==> src/rtl/sdp_ram_scheduler_if.sv <==
// sdp_ram_scheduler_if
// Groups every bus-level signal of the scheduler into one bundle.
//   Write requester A : a_wr_valid/a_wr_ready/a_wr_addr/a_wr_data
//   Write requester B : b_wr_valid/b_wr_ready/b_wr_addr/b_wr_data
//   Read command      : rd_start/rd_base/rd_len
//   Read stream       : rd_busy/rd_done/rd_valid/rd_ready/rd_data
//   RAM side          : ram_wre/ram_wad/ram_di/ram_rad/ram_dout
// The slave modport is the scheduler's view. The master modport is the view of
// whatever drives the requests and models the RAM.
interface sdp_ram_scheduler_if #(
   parameter int ADDR_W = 10,
   parameter int DATA_W = 32
);
   logic              a_wr_valid;
   logic              a_wr_ready;
   logic [ADDR_W-1:0] a_wr_addr;
   logic [DATA_W-1:0] a_wr_data;

   logic              b_wr_valid;
   logic              b_wr_ready;
   logic [ADDR_W-1:0] b_wr_addr;
   logic [DATA_W-1:0] b_wr_data;

   logic              rd_start;
   logic [ADDR_W-1:0] rd_base;
   logic [ADDR_W:0]   rd_len;

   logic              rd_busy;
   logic              rd_done;
   logic              rd_valid;
   logic              rd_ready;
   logic [DATA_W-1:0] rd_data;

   logic              ram_wre;
   logic [ADDR_W-1:0] ram_wad;
   logic [DATA_W-1:0] ram_di;
   logic [ADDR_W-1:0] ram_rad;
   logic [DATA_W-1:0] ram_dout;

   modport slave (
      input  a_wr_valid, a_wr_addr, a_wr_data,
      input  b_wr_valid, b_wr_addr, b_wr_data,
      input  rd_start, rd_base, rd_len, rd_ready, ram_dout,
      output a_wr_ready, b_wr_ready,
      output rd_busy, rd_done, rd_valid, rd_data,
      output ram_wre, ram_wad, ram_di, ram_rad
   );

   modport master (
      output a_wr_valid, a_wr_addr, a_wr_data,
      output b_wr_valid, b_wr_addr, b_wr_data,
      output rd_start, rd_base, rd_len, rd_ready, ram_dout,
      input  a_wr_ready, b_wr_ready,
      input  rd_busy, rd_done, rd_valid, rd_data,
      input  ram_wre, ram_wad, ram_di, ram_rad
   );
endinterface

==> src/rtl/sdp_ram_scheduler.sv <==
// sdp_ram_scheduler
// Front end for a simple dual-port RAM (async read, sync write).
//   - Two write requesters (A, B) share the write port through a round-robin
//     arbiter. The grant is combinational and the pointer is registered.
//   - A read-burst engine streams rd_len words starting at rd_base through a
//     one-word valid/ready output register. The address wraps modulo 2^ADDR_W.
//   - Reads and writes use separate RAM ports and never arbitrate.
// Ports: clk, rst (sync, active-high), bus (sdp_ram_scheduler_if.slave).
// Optional feature: define SDP_RAW_STALL_EN to hold off a read load in any cycle
// where the same address is being written, so the stream returns the new data.
// Without it, a same-cycle read returns the pre-write contents.
//
// Read FSM
//   state   | meaning
//   IDLE    | waiting for rd_start
//   RUN     | streaming words, rd_busy=1
//   DONE    | one-cycle rd_done pulse, rd_busy=1
module sdp_ram_scheduler #(
   parameter int ADDR_W = 10,
   parameter int DATA_W = 32
) (
   input  logic               clk,
   input  logic               rst,
   sdp_ram_scheduler_if.slave bus
);

   typedef enum logic [1:0] {
      ST_IDLE = 2'd0,
      ST_RUN  = 2'd1,
      ST_DONE = 2'd2
   } rd_state_e;

   localparam logic [ADDR_W-1:0] ADDR_ONE = {{(ADDR_W-1){1'b0}}, 1'b1};
   localparam logic [ADDR_W:0]   LEN_ONE  = {{ADDR_W{1'b0}}, 1'b1};

   rd_state_e         state_q, state_d;
   logic [ADDR_W-1:0] addr_q, addr_d;
   logic [ADDR_W:0]   rem_q, rem_d;
   logic [DATA_W-1:0] data_q, data_d;
   logic              valid_q, valid_d;
   logic              ptr_q, ptr_d;      // 0: A wins a tie, 1: B wins a tie

   logic              grant_a, grant_b;
   logic              consume;
   logic              raw_hit;

   always_ff @(posedge clk) begin
      if (rst) begin
         state_q <= ST_IDLE;
         addr_q  <= '0;
         rem_q   <= '0;
         data_q  <= '0;
         valid_q <= 1'b0;
         ptr_q   <= 1'b0;
      end else begin
         state_q <= state_d;
         addr_q  <= addr_d;
         rem_q   <= rem_d;
         data_q  <= data_d;
         valid_q <= valid_d;
         ptr_q   <= ptr_d;
      end
   end

   // Write arbiter. A valid requester always wins when it is alone. When both
   // are valid, the pointer decides. Every grant is a transfer because ready
   // equals grant.
   always_comb begin
      grant_a = 1'b0;
      grant_b = 1'b0;
      ptr_d   = ptr_q;
      if (!rst) begin
         if (bus.a_wr_valid && (!bus.b_wr_valid || !ptr_q)) begin
            grant_a = 1'b1;
         end else if (bus.b_wr_valid) begin
            grant_b = 1'b1;
         end
      end
      if (grant_a) begin
         ptr_d = 1'b1;
      end else if (grant_b) begin
         ptr_d = 1'b0;
      end
   end

   assign bus.a_wr_ready = grant_a;
   assign bus.b_wr_ready = grant_b;
   assign bus.ram_wre    = grant_a | grant_b;
   assign bus.ram_wad    = grant_b ? bus.b_wr_addr : bus.a_wr_addr;
   assign bus.ram_di     = grant_b ? bus.b_wr_data : bus.a_wr_data;

`ifdef SDP_RAW_STALL_EN
   assign raw_hit = bus.ram_wre && (bus.ram_wad == bus.ram_rad);
`else
   assign raw_hit = 1'b0;
`endif

   assign consume = valid_q && bus.rd_ready;

   always_comb begin
      state_d = state_q;
      addr_d  = addr_q;
      rem_d   = rem_q;
      data_d  = data_q;
      valid_d = valid_q;
      case (state_q)
         ST_IDLE: begin
            if (bus.rd_start) begin
               addr_d  = bus.rd_base;
               rem_d   = bus.rd_len;
               state_d = (bus.rd_len != '0) ? ST_RUN : ST_DONE;
            end
         end
         ST_RUN: begin
            if (consume) begin
               valid_d = 1'b0;
            end
            // The output register refills when it is empty or being drained.
            // A RAW hit only delays the refill. The same address is retried
            // on the next cycle.
            if ((!valid_q || consume) && (rem_q != '0) && !raw_hit) begin
               data_d  = bus.ram_dout;
               valid_d = 1'b1;
               addr_d  = addr_q + ADDR_ONE;
               rem_d   = rem_q - LEN_ONE;
            end else if (consume && (rem_q == '0)) begin
               state_d = ST_DONE;
            end
         end
         ST_DONE: begin
            valid_d = 1'b0;
            state_d = ST_IDLE;
         end
         default: begin
            state_d = ST_IDLE;
         end
      endcase
   end

   // These outputs are gated by rst so they read as their reset values during
   // the whole reset cycle, not only after the first edge.
   assign bus.rd_busy  = !rst && (state_q != ST_IDLE);
   assign bus.rd_done  = !rst && (state_q == ST_DONE);
   assign bus.rd_valid = !rst && valid_q;
   assign bus.rd_data  = rst ? '0 : data_q;
   assign bus.ram_rad  = rst ? '0 : addr_q;

endmodule

==> src/flat_wrapper.sv <==
// flat-port wrapper written by rule: the top's interface ports become plain ports
module sdp_ram_scheduler_flat 
#(
   parameter int ADDR_W = 10,
   parameter int DATA_W = 32
)
  (clk, rst, bus_a_wr_valid, bus_a_wr_addr, bus_a_wr_data, bus_b_wr_valid, bus_b_wr_addr, bus_b_wr_data, bus_rd_start, bus_rd_base, bus_rd_len, bus_rd_ready, bus_ram_dout, bus_a_wr_ready, bus_b_wr_ready, bus_rd_busy, bus_rd_done, bus_rd_valid, bus_rd_data, bus_ram_wre, bus_ram_wad, bus_ram_di, bus_ram_rad);
  sdp_ram_scheduler_if #(.ADDR_W(ADDR_W), .DATA_W(DATA_W)) bus_i ();
  input  logic clk;
  input  logic rst;
  input wire logic [$bits(bus_i.a_wr_valid)-1:0] bus_a_wr_valid;
  input wire logic [$bits(bus_i.a_wr_addr)-1:0] bus_a_wr_addr;
  input wire logic [$bits(bus_i.a_wr_data)-1:0] bus_a_wr_data;
  input wire logic [$bits(bus_i.b_wr_valid)-1:0] bus_b_wr_valid;
  input wire logic [$bits(bus_i.b_wr_addr)-1:0] bus_b_wr_addr;
  input wire logic [$bits(bus_i.b_wr_data)-1:0] bus_b_wr_data;
  input wire logic [$bits(bus_i.rd_start)-1:0] bus_rd_start;
  input wire logic [$bits(bus_i.rd_base)-1:0] bus_rd_base;
  input wire logic [$bits(bus_i.rd_len)-1:0] bus_rd_len;
  input wire logic [$bits(bus_i.rd_ready)-1:0] bus_rd_ready;
  input wire logic [$bits(bus_i.ram_dout)-1:0] bus_ram_dout;
  output wire logic [$bits(bus_i.a_wr_ready)-1:0] bus_a_wr_ready;
  output wire logic [$bits(bus_i.b_wr_ready)-1:0] bus_b_wr_ready;
  output wire logic [$bits(bus_i.rd_busy)-1:0] bus_rd_busy;
  output wire logic [$bits(bus_i.rd_done)-1:0] bus_rd_done;
  output wire logic [$bits(bus_i.rd_valid)-1:0] bus_rd_valid;
  output wire logic [$bits(bus_i.rd_data)-1:0] bus_rd_data;
  output wire logic [$bits(bus_i.ram_wre)-1:0] bus_ram_wre;
  output wire logic [$bits(bus_i.ram_wad)-1:0] bus_ram_wad;
  output wire logic [$bits(bus_i.ram_di)-1:0] bus_ram_di;
  output wire logic [$bits(bus_i.ram_rad)-1:0] bus_ram_rad;
  assign bus_i.a_wr_valid = bus_a_wr_valid;
  assign bus_i.a_wr_addr = bus_a_wr_addr;
  assign bus_i.a_wr_data = bus_a_wr_data;
  assign bus_i.b_wr_valid = bus_b_wr_valid;
  assign bus_i.b_wr_addr = bus_b_wr_addr;
  assign bus_i.b_wr_data = bus_b_wr_data;
  assign bus_i.rd_start = bus_rd_start;
  assign bus_i.rd_base = bus_rd_base;
  assign bus_i.rd_len = bus_rd_len;
  assign bus_i.rd_ready = bus_rd_ready;
  assign bus_i.ram_dout = bus_ram_dout;
  assign bus_a_wr_ready = bus_i.a_wr_ready;
  assign bus_b_wr_ready = bus_i.b_wr_ready;
  assign bus_rd_busy = bus_i.rd_busy;
  assign bus_rd_done = bus_i.rd_done;
  assign bus_rd_valid = bus_i.rd_valid;
  assign bus_rd_data = bus_i.rd_data;
  assign bus_ram_wre = bus_i.ram_wre;
  assign bus_ram_wad = bus_i.ram_wad;
  assign bus_ram_di = bus_i.ram_di;
  assign bus_ram_rad = bus_i.ram_rad;
  sdp_ram_scheduler #(.ADDR_W(ADDR_W), .DATA_W(DATA_W)) u_core (.clk(clk), .rst(rst), .bus(bus_i));
endmodule
==> config.mk <==
export PLATFORM = sky130hd
export DESIGN_NAME = sdp_ram_scheduler_flat
export DESIGN_NICKNAME = d
export VERILOG_FILES = /design/src/rtl/sdp_ram_scheduler_if.sv /design/src/rtl/sdp_ram_scheduler.sv /design/src/flat_wrapper.sv
export SDC_FILE = /design/constraint.sdc
export NUM_CORES = 1
export LEC_CHECK = 0
export ABC_AREA = 1
export CORE_MARGIN = 2
export CORE_UTILIZATION = 40
export CTS_CLUSTER_SIZE = 25
export DETAILED_ROUTE_END_ITERATION = 6
export GPL_TIMING_DRIVEN = 0
export PLACE_DENSITY = 0.93
export SKIP_CTS_REPAIR_TIMING = 1
export SYNTH_ARGS = -nofsm -noshare
export SYNTH_HDL_FRONTEND = slang
export SYNTH_SLANG_ARGS = --single-unit
==> constraint.sdc <==
create_clock -name clk -period 2.8 [get_ports clk]
set_input_delay 0.28 -clock clk [delete_from_list [all_inputs] [get_ports clk]]
set_output_delay 0.28 -clock clk [all_outputs]
set_load 0.05 [all_outputs]
==> Yosys cells after proc, flatten, opt, wreduce, memory -nomap -nowiden <==
Index checks and enable logic that the tools add are counted.
{ "totals": {"elab_cells": 66, "register_bits": 57, "ramBits": 0, "output_inout_bits": 90, "memories": 0, "latchBits": 0, "input_bits": 143, "rom_bits": 0} }
{ "classes": {"eq_ne": 7, "multipliers": 0, "mux": 25, "div": 0, "n_shift": 0, "reduce_logical": 25, "n_lt_le_gt_ge": 0, "bitwise_logic": 1, "add_sub_neg": 2} }
{ "ops": {"columns": ["cell", "count"], "rows": [
  ["$mux W32", 2],
  ["$mux W10", 4],
  ["$mux W11", 2],
  ["$pmux W11 S2", 1],
  ["$reduce_bool A11 Y1", 2],
  ["$pmux W10 S2", 1],
  ["$logic_not A11 Y1", 1],
  ["$sub A11 B1 Y11 const B", 1],
  ["$add A10 B1 Y10 const B", 1],
  ["$mux W1", 9],
  ["$mux W2", 4],
  ["$reduce_bool A2 Y1", 4],
  ["$logic_and A1 B1 Y1", 7],
  ["$reduce_and A3 Y1", 2],
  ["$logic_not A1 Y1", 4],
  ["$ne A2 B1 Y1 const B", 2],
  ["$ne A2 B2 Y1 const B", 2],
  ["$pmux W2 S2", 1],
  ["$reduce_and A2 Y1", 2],
  ["$ne A3 B1 Y1 const B", 1],
  ["$eq A2 B1 Y1 const B", 1],
  ["$eq A2 B2 Y1 const B", 1],
  ["$logic_not A2 Y1", 1],
  ["$logic_or A1 B1 Y1", 2],
  ["2 further kinds", 2]
]} }

==> Logic depth before layout (Yosys ltp) <==
Gate-level depths: netlist (run 1).
{ "logic_depth": {"word_depth": 7, "ltp_mapped": 12, "mapped_depth_nobuf": 11} }

==> Least setup slack after synthesis (run 1) <==
OpenSTA, ideal clock, no wires.
{ "synth_timing": {"path_kind": "input port to output port", "from": "in rst", "to": "out bus_ram_wad[0]", "t_required_ps": 2520, "setup_slack_ps": 897, "t_arrival_ps": 1623, "n_path_buf": 2, "stages": 5, "cell_sequence": "clkbuf_1 -> nor3_2 -> buf_2 -> nand2_1 -> nand2_1"} }
{ "synth_via": {"elab_chain_len": 2} }
{ "synth_lines": {"columns": ["element", "line_no", "source"], "rows": [
  ["start, declared", "flat_wrapper.sv:10", "input logic rst;"],
  ["$mux W1", "sdp_ram_scheduler.sv:72", "if (!rst) begin"],
  ["named net bus_b_wr_ready", "flat_wrapper.sv:23", "output wire logic [$bits(bus_i.b_wr_ready)-1:0] bus_b_wr_ready;"],
  ["$mux W10", "sdp_ram_scheduler.sv:89", "assign bus.ram_wad = grant_b ? bus.b_wr_addr : bus.a_wr_addr;"],
  ["end, declared", "flat_wrapper.sv:29", "output wire logic [$bits(bus_i.ram_wad)-1:0] bus_ram_wad;"]
]} }
The timed path passes the listed nets, and every way through them passes these cells.

==> Final worst setup path (run 1) <==
{ "layout_timing": {"from": "in bus_b_wr_valid", "to": "out bus_b_wr_ready"} }
{ "layout_via": {"elab_chain_len": 5, "word_cells_on_any_way": 6, "classes_between": "mux: 3; reduce/logical: 3"} }
{ "layout_lines": {"columns": ["element", "line_no", "source"], "rows": [
  ["start, declared", "flat_wrapper.sv:14", "input wire logic [$bits(bus_i.b_wr_valid)-1:0] bus_b_wr_valid;"],
  ["$logic_not A1 Y1", "sdp_ram_scheduler.sv:73", "if (bus.a_wr_valid && (!bus.b_wr_valid || !ptr_q)) begin"],
  ["$logic_or A1 B1 Y1", "sdp_ram_scheduler.sv:73", null],
  ["$logic_and A1 B1 Y1", "sdp_ram_scheduler.sv:73", null],
  ["$mux W1 *", "sdp_ram_scheduler.sv:73", null],
  ["$mux W1 *", "sdp_ram_scheduler.sv:72", null],
  ["end, declared", "flat_wrapper.sv:23", null]
]} }
Every way passes the cells marked *; elsewhere a longest branch is shown, timed or not.

==> results of run 1 <==
## power by group
part / internal (mW) / switching, mW / leakage, nW / total (mW)
Sequential: 1.18 / 0.210 / 0.470 / 1.39
Combinational: 1.34 / 2.45 / 2.71 / 3.79
Clock: 0.460 / 0.344 / 0.103 / 0.804
## logic make-up (layout without fill, tap and decap cells)
| family | Yosys count | count (layout) | synth area share |
|---|---|---|---|
| simple gates | 386 | 386 | 0.426 |
| fa+ha+maj | 5 | 5 | 0.0168 |
| mux | 1 | 1 | 0.00269 |
| xor+xnor | 2 | 2 | 0.00471 |
| buf+inv | 106 | 353 | 0.122 |
| flops | 57 | 57 | 0.307 |
| compound gates | 87 | 87 | 0.121 |
## per-layer routing
layer / track usage / vias up
li1: - / 2461
met1: 0.277 / 2208
met2: 0.493 / 209
met3: 0.0536 / 47
met4: 0.138 / 0
met5: 0 / -
## path summary, 6_finish.rpt
check | to | slack, ns | cells past startpoint
worst max-delay path | bus_b_wr_ready | 0.12 | 7
worst min-delay path | u_core.data_q[10] | 0.45 | 2
worst max register to register | u_core.state_q[0] | 0.98 | 10
worst min register to register | u_core.data_q[10] | 0.45 | 2
## stage by stage
step	std cells	TNS [ns]
after floorplan	644	0
after global placement	986	-6.15
after detailed placement	986	-5.93
after CTS	1002	-6.34
after global routing	1002	0
final	1002	0
## area by class of cell
type,instances,area [um^2],share of cell area
buffer,34,184,0.0284
timing repair buffer,231,2410,0.372
tap,111,139,0.0214
clock buffer,12,155,0.0239
sequential,57,1140,0.176
clock inverter,4,51.3,0.00791
inverter,72,270,0.0417
multi-input combinational,481,2130,0.329
## state kept, by name, summed over array words and instances, names as in the netlist
signal	count
u_core.addr_q	10
u_core.state_q	2
u_core.rem_q	11
u_core.data_q	32
u_core.ptr_q	1
u_core.valid_q	1
## cells in the mapped netlist (3+ instances only)
library cell    n  area [um^2]
dfxtp_1        57         1140
inv_1          63          236
o21ai_0        27          135
inv_2           8         30.0
clkbuf_1       11         41.3
a21oi_1        38          190
ha_1            5         62.6
buf_1           3         11.3
o21ai_1        21          105
buf_6           5         56.3
buf_2          15         75.1
nor2_1        108          405
nand2_1       229          860
nand3_1        30          150
nor3_1          3         15.0
## worst reg2reg max path, stage by stage, from the launching register on
cell	delay, ns
dfxtp_1	0.36
inv_1	0.07
ha_1	0.28
inv_2	0.08
or2_1	0.09
buf_2	0.25
nand2_1	0.08
a21oi_1	0.25
nand2_1	0.10
o21ai_1	0.09
nor2_1	0.05
==> out/results.txt, run 1 <==
1st-pass router iterations = 5
Initial antenna violation count = 0
CTS clock-pin slew for the worst setup and hold paths = 0.06 ns
RR Startpoint = u_core.state_q[0]
Hold slack = 0.451 ns
Syn avg cell area = 5.78 um^2
Uppermost layer routed = met4
CTS tree = yes
Worst-margin pin slew = 0.598 ns
Outcome = completed
Post-Place Cell Area = 6170 um^2
Setup violations, final = 0
Fin util = 0.712
Syn Std Cell Area = 3720 um^2
Crit path max fanout = 10
Final net count = 1034
Crit path required time = 2.52 ns
VDD IR max = 0.670 mV
Layout Skew = 0.00897 ns
Place WS = -0.225 ns
Post-synth net total = 792
Slowest CP cell = clkdlybuf4s50_1
Number of synthesized flops with an enable pin = 0
Die width = 100 um
H-tree depth = 3
FF+latch count, synth = 57
WL met3 = 997 um
Yosys Warn Count = 0
GRT Overall Usage = 0.264
Tot Pwr = 5.99 mW
Antenna diodes = 0
Sink Count = 57
Final Max Tran Viols = 0
GRT Residual Overflow = 0
Hpwl dp = 11.1 mm
Deepest clock path buffer count = 2
Drt total wl = 14.4 mm
Ys flop type = dfxtp_1
Rows = 35
Antenna viol nets, final = 0
Asr flop ratio synth = 0
Detailed-route DRC error count = 0
Most used cell, CP = clkdlybuf4s50_1
Gpl congestion = 0.917
DRT iter0 DRCs = 195
Final worst slack = 0.117 ns
Worst min path class = register to register
Avg WL per Cell = 14.3 um
CTS Buf Count = 9
WL met2 = 7.39 mm
Setup crit start kind = primary input
IO buf count = 231
Fin crit share = 0.958
Core area = 9110 um^2
Die Ht = 100 um
Post-Route M1 WL = 5.38 mm
Setup CP Type = primary input to output pin
Most frequent cells in the layout = 229 x nand2_1, 191 x clkdlybuf4s50_1, 108 x nor2_1
Setup crit start = bus_b_wr_valid
Initial Utilization = 0.408
CP cell instances = clkdlybuf4s50_1 > nand2_1 > inv_1 > nor2_1 > nor3_4 > buf_2 > clkdlybuf4s50_1
Die area = 10100 um^2
Critical path buffers and inverters = 4
Fmax = 0.373 GHz
Layout cell share with drive strength beyond 1 = 0.0617
Design area = 6480 um^2
Max incr delay on CP = 0.84 ns
Number of global-route vias before repair = 4447
Root buf cell = clkbuf_8
Top Ports = 233
Max Cap Viol = 0
Skew-Pair Late Insertion Delay = 0.34 ns
Crit-path leading delay family = buffers and inverters
First-pass GRT wire length = 21.1 mm
Routed vias/inst = 4.92
DR vias = 4925
RSZ-0062 raised after global routing = no
Data arrival time of the critical path = 2.40 ns
Final hold vios = 0
P_leak = 3.28 nW
Synthesis-to-finish area growth = 74.3%
Max_slew headroom = 0.601
Hold Startpoint = u_core.data_q[10]
Crit end category = output pin
Commonest non-fill, non-tap cell in the layout = nand2_1
Seq/Total Area, Yosys = 0.307
Synth cell types = 31
Final Critical Period = 2.68 ns
# fillers = 770
Largest net degree at the start of global routing = 11
Cell count after synthesis = 644
Power per cell area = 923 nW/um^2
Note: power is estimated with default switching activity, not from simulation.
==> run 2, diff against run 1 <==
Settings changed: CORE_AREA set to 2 2 91 93, CORE_MARGIN 2 to not set, CORE_UTILIZATION 40 to not set, DIE_AREA set to 0 0 93 95, DONT_BUFFER_PORTS set to 1, PLACE_DENSITY 0.93 to 0.69, SKIP_CTS_REPAIR_TIMING 1 to not set.
==> out/results.txt, run 2 (synthesis gave the netlist of run 1 again) <==
Fmax = 0.404 GHz (was 0.373 GHz)
Critical path buffers and inverters = 3 (was 4)
Largest net degree at the start of global routing = 13 (was 11)
First-pass GRT wire length = 17.3 mm (was 21.1 mm)
RSZ-0062 raised after global routing = no (unchanged)
Top reg by flops = u_core.data_q (unchanged)
P_leak = 2.00 nW (was 3.28 nW)
Max_slew headroom = 0.246 (was 0.601)
CTS clock-pin slew for the worst setup and hold paths = 0.08 ns (was 0.06 ns)
Post-Layout Cell Count = 766 (was 1002)
Crit path max fanout = 10 (unchanged)
Data arrival time of the critical path = 2.20 ns (was 2.40 ns)
Layout cell share with drive strength beyond 1 = 0.0848 (was 0.0617)
Max incr delay on CP = 0.43 ns (was 0.84 ns)
Crit-path leading delay family = simple AND/OR/NAND/NOR gates (was buffers and inverters)
Crit path required time = 2.52 ns (about the same)
Max Cap Viol = 0 (unchanged)
Max reg flops = 32 (unchanged)
1st-pass router iterations = 5 (unchanged)
Inst Count DP = 749 (was 986)
# fillers = 822 (was 770)
Setup violations, final = 0 (unchanged)
CTS Buf Count = 9 (unchanged)
IO buf count = 0 (was 231)
Setup CP Type = register to output pin (was primary input to output pin)
Detailed-route DRC error count = 0 (unchanged)
Final Max Tran Viols = 0 (unchanged)
Die Ht = 95 um (was 100 um)
Worst-margin pin slew = 1.13 ns (was 0.598 ns)
Commonest non-fill, non-tap cell in the layout = nand2_1 (unchanged)
Setup crit start kind = register (was primary input)
Routed vias/inst = 5.13 (was 4.92)
Initial antenna violation count = 1 (was 0)
Fin crit share = 0.885 (was 0.958)
GRT Residual Overflow = 0 (unchanged)
Drt total wl = 12.0 mm (was 14.4 mm)
Skew-Pair Late Insertion Delay = 0.34 ns (about the same)
DR vias = 3932 (was 4925)
Most used cell, CP = nand2_1 (was clkdlybuf4s50_1)
Hpwl dp = 9.64 mm (was 11.1 mm)
Rows = 33 (was 35)
Final hold vios = 0 (unchanged)
Top Ports = 233 (unchanged)
Most frequent cells in the layout = 229 x nand2_1, 108 x nor2_1, 63 x inv_1 (was 229 x nand2_1, 191 x clkdlybuf4s50_1, 108 x nor2_1)
Gpl congestion = 0.844 (was 0.917)
Top flop regs = u_core.data_q x32, u_core.rem_q x11, u_core.addr_q x10 (unchanged)
Crit end category = output pin (unchanged)
Power per cell area = 1330 nW/um^2 (was 923 nW/um^2)
CTS tree = yes (unchanged)
Slowest CP cell = clkbuf_1 (was clkdlybuf4s50_1)
Fin util = 0.512 (was 0.712)
Deepest clock path buffer count = 2 (unchanged)
Worst min path class = primary input to register (was register to register)
VDD IR max = 0.813 mV (was 0.670 mV)
Setup TNS = 0 ns (unchanged)
GRT Overall Usage = 0.258 (was 0.264)
Synthesis-to-finish area growth = 9.22% (was 74.3%)
Core area = 7930 um^2 (was 9110 um^2)
Sink Count = 57 (unchanged)
DRT iter0 DRCs = 174 (was 195)
Initial Utilization = 0.469 (was 0.408)
Tot Pwr = 5.40 mW (was 5.99 mW)
H-tree depth = 3 (unchanged)
Number of hold buffers added after CTS = 0
Avg WL per Cell = 15.6 um (was 14.3 um)
Die width = 93 um (was 100 um)
Final net count = 803 (was 1034)
Antenna viol nets, final = 0 (unchanged)
CP cell instances = nand2_1 > inv_1 > nor2_1 > nor3_4 > inv_2 > clkbuf_1 > nand2_1 > nand2_1 (was clkdlybuf4s50_1 > nand2_1 > inv_1 > nor2_1 > nor3_4 > buf_2 > clkdlybuf4s50_1)
Final Critical Period = 2.48 ns (was 2.68 ns)
Layout Skew = 0.0118 ns (was 0.00897 ns)
Outcome = completed (unchanged)
Root buf cell = clkbuf_8 (unchanged)
Number of global-route vias before repair = 3438 (was 4447)
Die area = 8840 um^2 (was 10100 um^2)
run 2: changes by cell type in the layout (fill, tap and decap cells not counted):
cell,before,now
dlymetal6s2s_1,40,0
clkbuf_8,11,9
clkdlybuf4s50_1,191,0
clkinvlp_4,1,3
clkbuf_1,12,11
inv_6,0,2
diode_2,0,1
clkinv_2,1,0
run 2: metrics by stage:
stage | area [um^2] | worst slack, ns | hold slack (ns)
2_1_floorplan | 3720 | 0.897 | 0.430
3_3_place_gp | 3850 | 0.467 | 0.442
3_5_place_dp | 3850 | 0.420 | 0.444
4_1_cts | 4050 | 0.155 | 0.105
5_1_grt | 4060 | 0.123 | 0.108
6_report | 4060 | 0.322 | 0.119
run 2: final cells by class:
cell class / instances / area, um^2 / share of cell area
clock buffers: 9 / 124 / 0.0305
well taps: 105 / 131 / 0.0323
plain buffers: 34 / 184 / 0.0453
multi-input cells: 481 / 2130 / 0.524
inverters: 72 / 270 / 0.0665
flip-flops and latches: 57 / 1140 / 0.281
diodes: 1 / 2.50 / 0.000616
clock inverters: 7 / 78.8 / 0.0194
run 2: routing by layer:
layer	part of all wire	vias to the layer above	track usage
li1	-	2001	-
met1	0.39	1726	0.302
met2	0.47	176	0.425
met3	0.094	29	0.0710
met4	0.043	0	0.150
met5	0	-	0
run 2: final timing paths:
| kind | cells past startpoint | startpoint | slack [ns] | endpoint |
|---|---|---|---|---|
| max | 8 | u_core.ptr_q | 0.32 | bus_ram_di[24] |
| min | 2 | bus_ram_dout[16] | 0.12 | u_core.data_q[16] |
| max reg2reg | 10 | u_core.state_q[0] | 1.02 | u_core.state_q[0] |
| min reg2reg | 2 | u_core.data_q[25] | 0.45 | u_core.data_q[25] |
run 2: where the power goes:
part	internal, mW	switching (mW)	leakage (nW)
clock	0.418	0.375	0.0925
sequential	1.18	0.200	0.470
combinational	0.860	2.36	1.43
run 2: repair_timing:
item                       4_1_cts  5_1_grt
setup endpoints to repair        0        1
setup buffers                    0        0
gates resized for setup          0        1
hold endpoints to repair         0        0
run 2: worst register-to-register path, cell delays in order (launching register included):
cell     delay [ns]
dfxtp_1        0.36
inv_1          0.07
ha_1           0.29
inv_2          0.08
or2_1          0.08
buf_2          0.25
nand2_1        0.10
a21oi_1        0.22
nand2_1        0.08
o21ai_1        0.07
nor2_1         0.05
==> run 3, diff against run 2 <==
Settings changed: CORE_AREA 2 2 91 93 to not set, CORE_MARGIN set to 2, CORE_UTILIZATION set to 40, DIE_AREA 0 0 93 95 to not set, HOLD_SLACK_MARGIN set to 0.1, PLACE_DENSITY 0.69 to 0.61.
==> out/results.txt, run 3 (synthesis gave the netlist of run 1 again) <==
Outcome = completed (unchanged)
RR Startpoint = u_core.rem_q[0] (was u_core.state_q[0])
Slowest CP cell = buf_2 (was clkbuf_1)
Root buf cell = clkbuf_8 (unchanged)
Drt total wl = 12.1 mm (was 12.0 mm)
Max_slew headroom = 0.303 (was 0.246)
Synthesis-to-finish area growth = 10.9% (was 9.22%)
P_leak = 2.03 nW (was 2.00 nW)
Most used cell, CP = nand2_1 (unchanged)
Crit end category = output pin (unchanged)
Data arrival time of the critical path = 2.21 ns (was 2.20 ns)
IO buf count = 0 (unchanged)
Place WS = 0.536 ns (was 0.420 ns)
Final Critical Period = 2.49 ns (was 2.48 ns)
Fmax = 0.402 GHz (was 0.404 GHz)
CTS tree = yes (unchanged)
Gpl congestion = 0.890 (was 0.844)
Core area = 9110 um^2 (was 7930 um^2)
RSZ-0062 raised after global routing = no (unchanged)
Max reg flops = 32 (unchanged)
Capturing point of the worst reg2reg path = u_core.rem_q[10] (was u_core.state_q[0])
Final Max Tran Viols = 0 (unchanged)
First-pass GRT wire length = 17.4 mm (was 17.3 mm)
Layout cell share with drive strength beyond 1 = 0.0843 (was 0.0848)
GRT Overall Usage = 0.225 (was 0.258)
Final hold vios = 0 (unchanged)
Number of global-route vias before repair = 3492 (was 3438)
Crit-path leading delay family = simple AND/OR/NAND/NOR gates (unchanged)
Die width = 100 um (was 93 um)
Sink Count = 57 (unchanged)
VDD IR max = 0.621 mV (was 0.813 mV)
Top flop regs = u_core.data_q x32, u_core.rem_q x11, u_core.addr_q x10 (unchanged)
Fin crit share = 0.889 (was 0.885)
Post-Place Cell Area = 3860 um^2 (was 3850 um^2)
Design area = 4130 um^2 (was 4060 um^2)
CP cell instances = nand2_1 > inv_1 > nor2_1 > nor3_2 > buf_2 > nand2_1 > nand2_1 (was nand2_1 > inv_1 > nor2_1 > nor3_4 > inv_2 > clkbuf_1 > nand2_1 > nand2_1)
DR vias = 3949 (was 3932)
Worst r2r path cells = 11 (was 10)
Inst Count DP = 755 (was 749)
1st-pass router iterations = 4 (was 5)
Initial antenna violation count = 0 (was 1)
Cell depth of the worst min-delay path = 2 (unchanged)
Worst Hold Path EP = u_core.data_q[22] (was u_core.data_q[16])
CTS clock-pin slew for the worst setup and hold paths = 0.08 ns (about the same)
Max Cap Viol = 0 (unchanged)
Deepest clock path buffer count = 2 (unchanged)
CTS Buf Count = 9 (unchanged)
GRT Residual Overflow = 0 (unchanged)
Avg WL per Cell = 15.6 um (about the same)
Power per cell area = 1330 nW/um^2 (about the same)
Post-Layout Cell Count = 775 (was 766)
Crit path required time = 2.52 ns (about the same)
Die Ht = 100 um (was 95 um)
Worst min path class = primary input to register (unchanged)
Critical path buffers and inverters = 2 (was 3)
Antenna viol nets, final = 0 (unchanged)
Commonest non-fill, non-tap cell in the layout = nand2_1 (unchanged)
Initial Utilization = 0.408 (was 0.469)
Crit path max fanout = 10 (unchanged)
H-tree depth = 3 (unchanged)
Setup violations, final = 0 (unchanged)
Largest net degree at the start of global routing = 13 (unchanged)
Most frequent cells in the layout = 229 x nand2_1, 108 x nor2_1, 63 x inv_1 (unchanged)
Routed vias/inst = 5.10 (was 5.13)
Rows = 35 (was 33)
Final net count = 807 (was 803)
Worst-margin pin slew = 1.05 ns (was 1.13 ns)
Detailed-route DRC error count = 0 (unchanged)
Hold Startpoint = bus_ram_dout[22] (was bus_ram_dout[16])
Register-to-register setup slack = 1.02 ns (about the same)
Top Ports = 233 (unchanged)
Setup crit start = u_core.ptr_q (unchanged)
Layout Skew = 0.0106 ns (was 0.0118 ns)
Setup CP Type = register to output pin (unchanged)
Final worst slack = 0.311 ns (was 0.322 ns)
Hpwl dp = 9.61 mm (was 9.64 mm)
Max incr delay on CP = 0.45 ns (was 0.43 ns)
Fin util = 0.453 (was 0.512)
Setup crit start kind = register (unchanged)
Top reg by flops = u_core.data_q (unchanged)
Antenna diodes = 0 (was 1)
DRT iter0 DRCs = 152 (was 174)
Die area = 10100 um^2 (was 8840 um^2)
Skew-Pair Late Insertion Delay = 0.34 ns (about the same)
Setup TNS = 0 ns (unchanged)
==> run 3: how the worst max path moves through the flow <==
stage                      to  slack [ns]  cells after the start
2_1_floorplan  bus_ram_wad[0]        0.90                      5
3_3_place_gp   bus_ram_wad[2]        0.56                      5
3_5_place_dp   bus_ram_wad[2]        0.54                      5
4_1_cts        bus_ram_wad[2]        0.27                      7
5_1_grt        bus_ram_wad[1]        0.15                      7
6_report       bus_ram_wad[2]        0.31                      7
==> run 3: area by class of cell <==
class | instances | area (um^2)
Fill cell | 990 | 4980
Multi-Input combinational cell | 481 | 2120
Sequential cell | 57 | 1140
Inverter | 72 | 270
Buffer | 34 | 184
Tap cell | 111 | 139
Clock buffer | 9 | 124
Clock inverter | 7 | 103
Timing Repair Buffer | 4 | 40.0
==> run 3: routing by layer <==
| metal | global-route usage | routed length [um] |
|---|---|---|
| met1 | 0.253 | 4690 |
| met4 | 0.0927 | 334 |
| met5 | 0 | 0 |
| met3 | 0.0529 | 912 |
| met2 | 0.406 | 6130 |
==> run 3: per-stage QoR <==
step,power [mW],hold slack (ns)
2_1_floorplan,4.06,0.430
3_3_place_gp,4.56,0.442
3_5_place_dp,4.61,0.446
4_1_cts,5.51,0.101
5_1_grt,5.96,0.106
6_report,5.49,0.110
==> run 3: where the power goes <==
| part | switching (mW) | internal [mW] | leakage, nW | total [mW] |
|---|---|---|---|---|
| clock network | 0.379 | 0.508 | 0.110 | 0.887 |
| logic | 2.36 | 0.863 | 1.45 | 3.23 |
| registers | 0.195 | 1.18 | 0.470 | 1.38 |
| total | 2.94 | 2.55 | 2.03 | 5.49 |
==> run 3: timing repair <==
action / CTS / global route
setup endpoints to repair: 0 / 0
hold buffers: 3 / 1
hold endpoints to repair: 3 / 1
gates resized for setup: 0 / 0
buffers inserted: 0 / 0
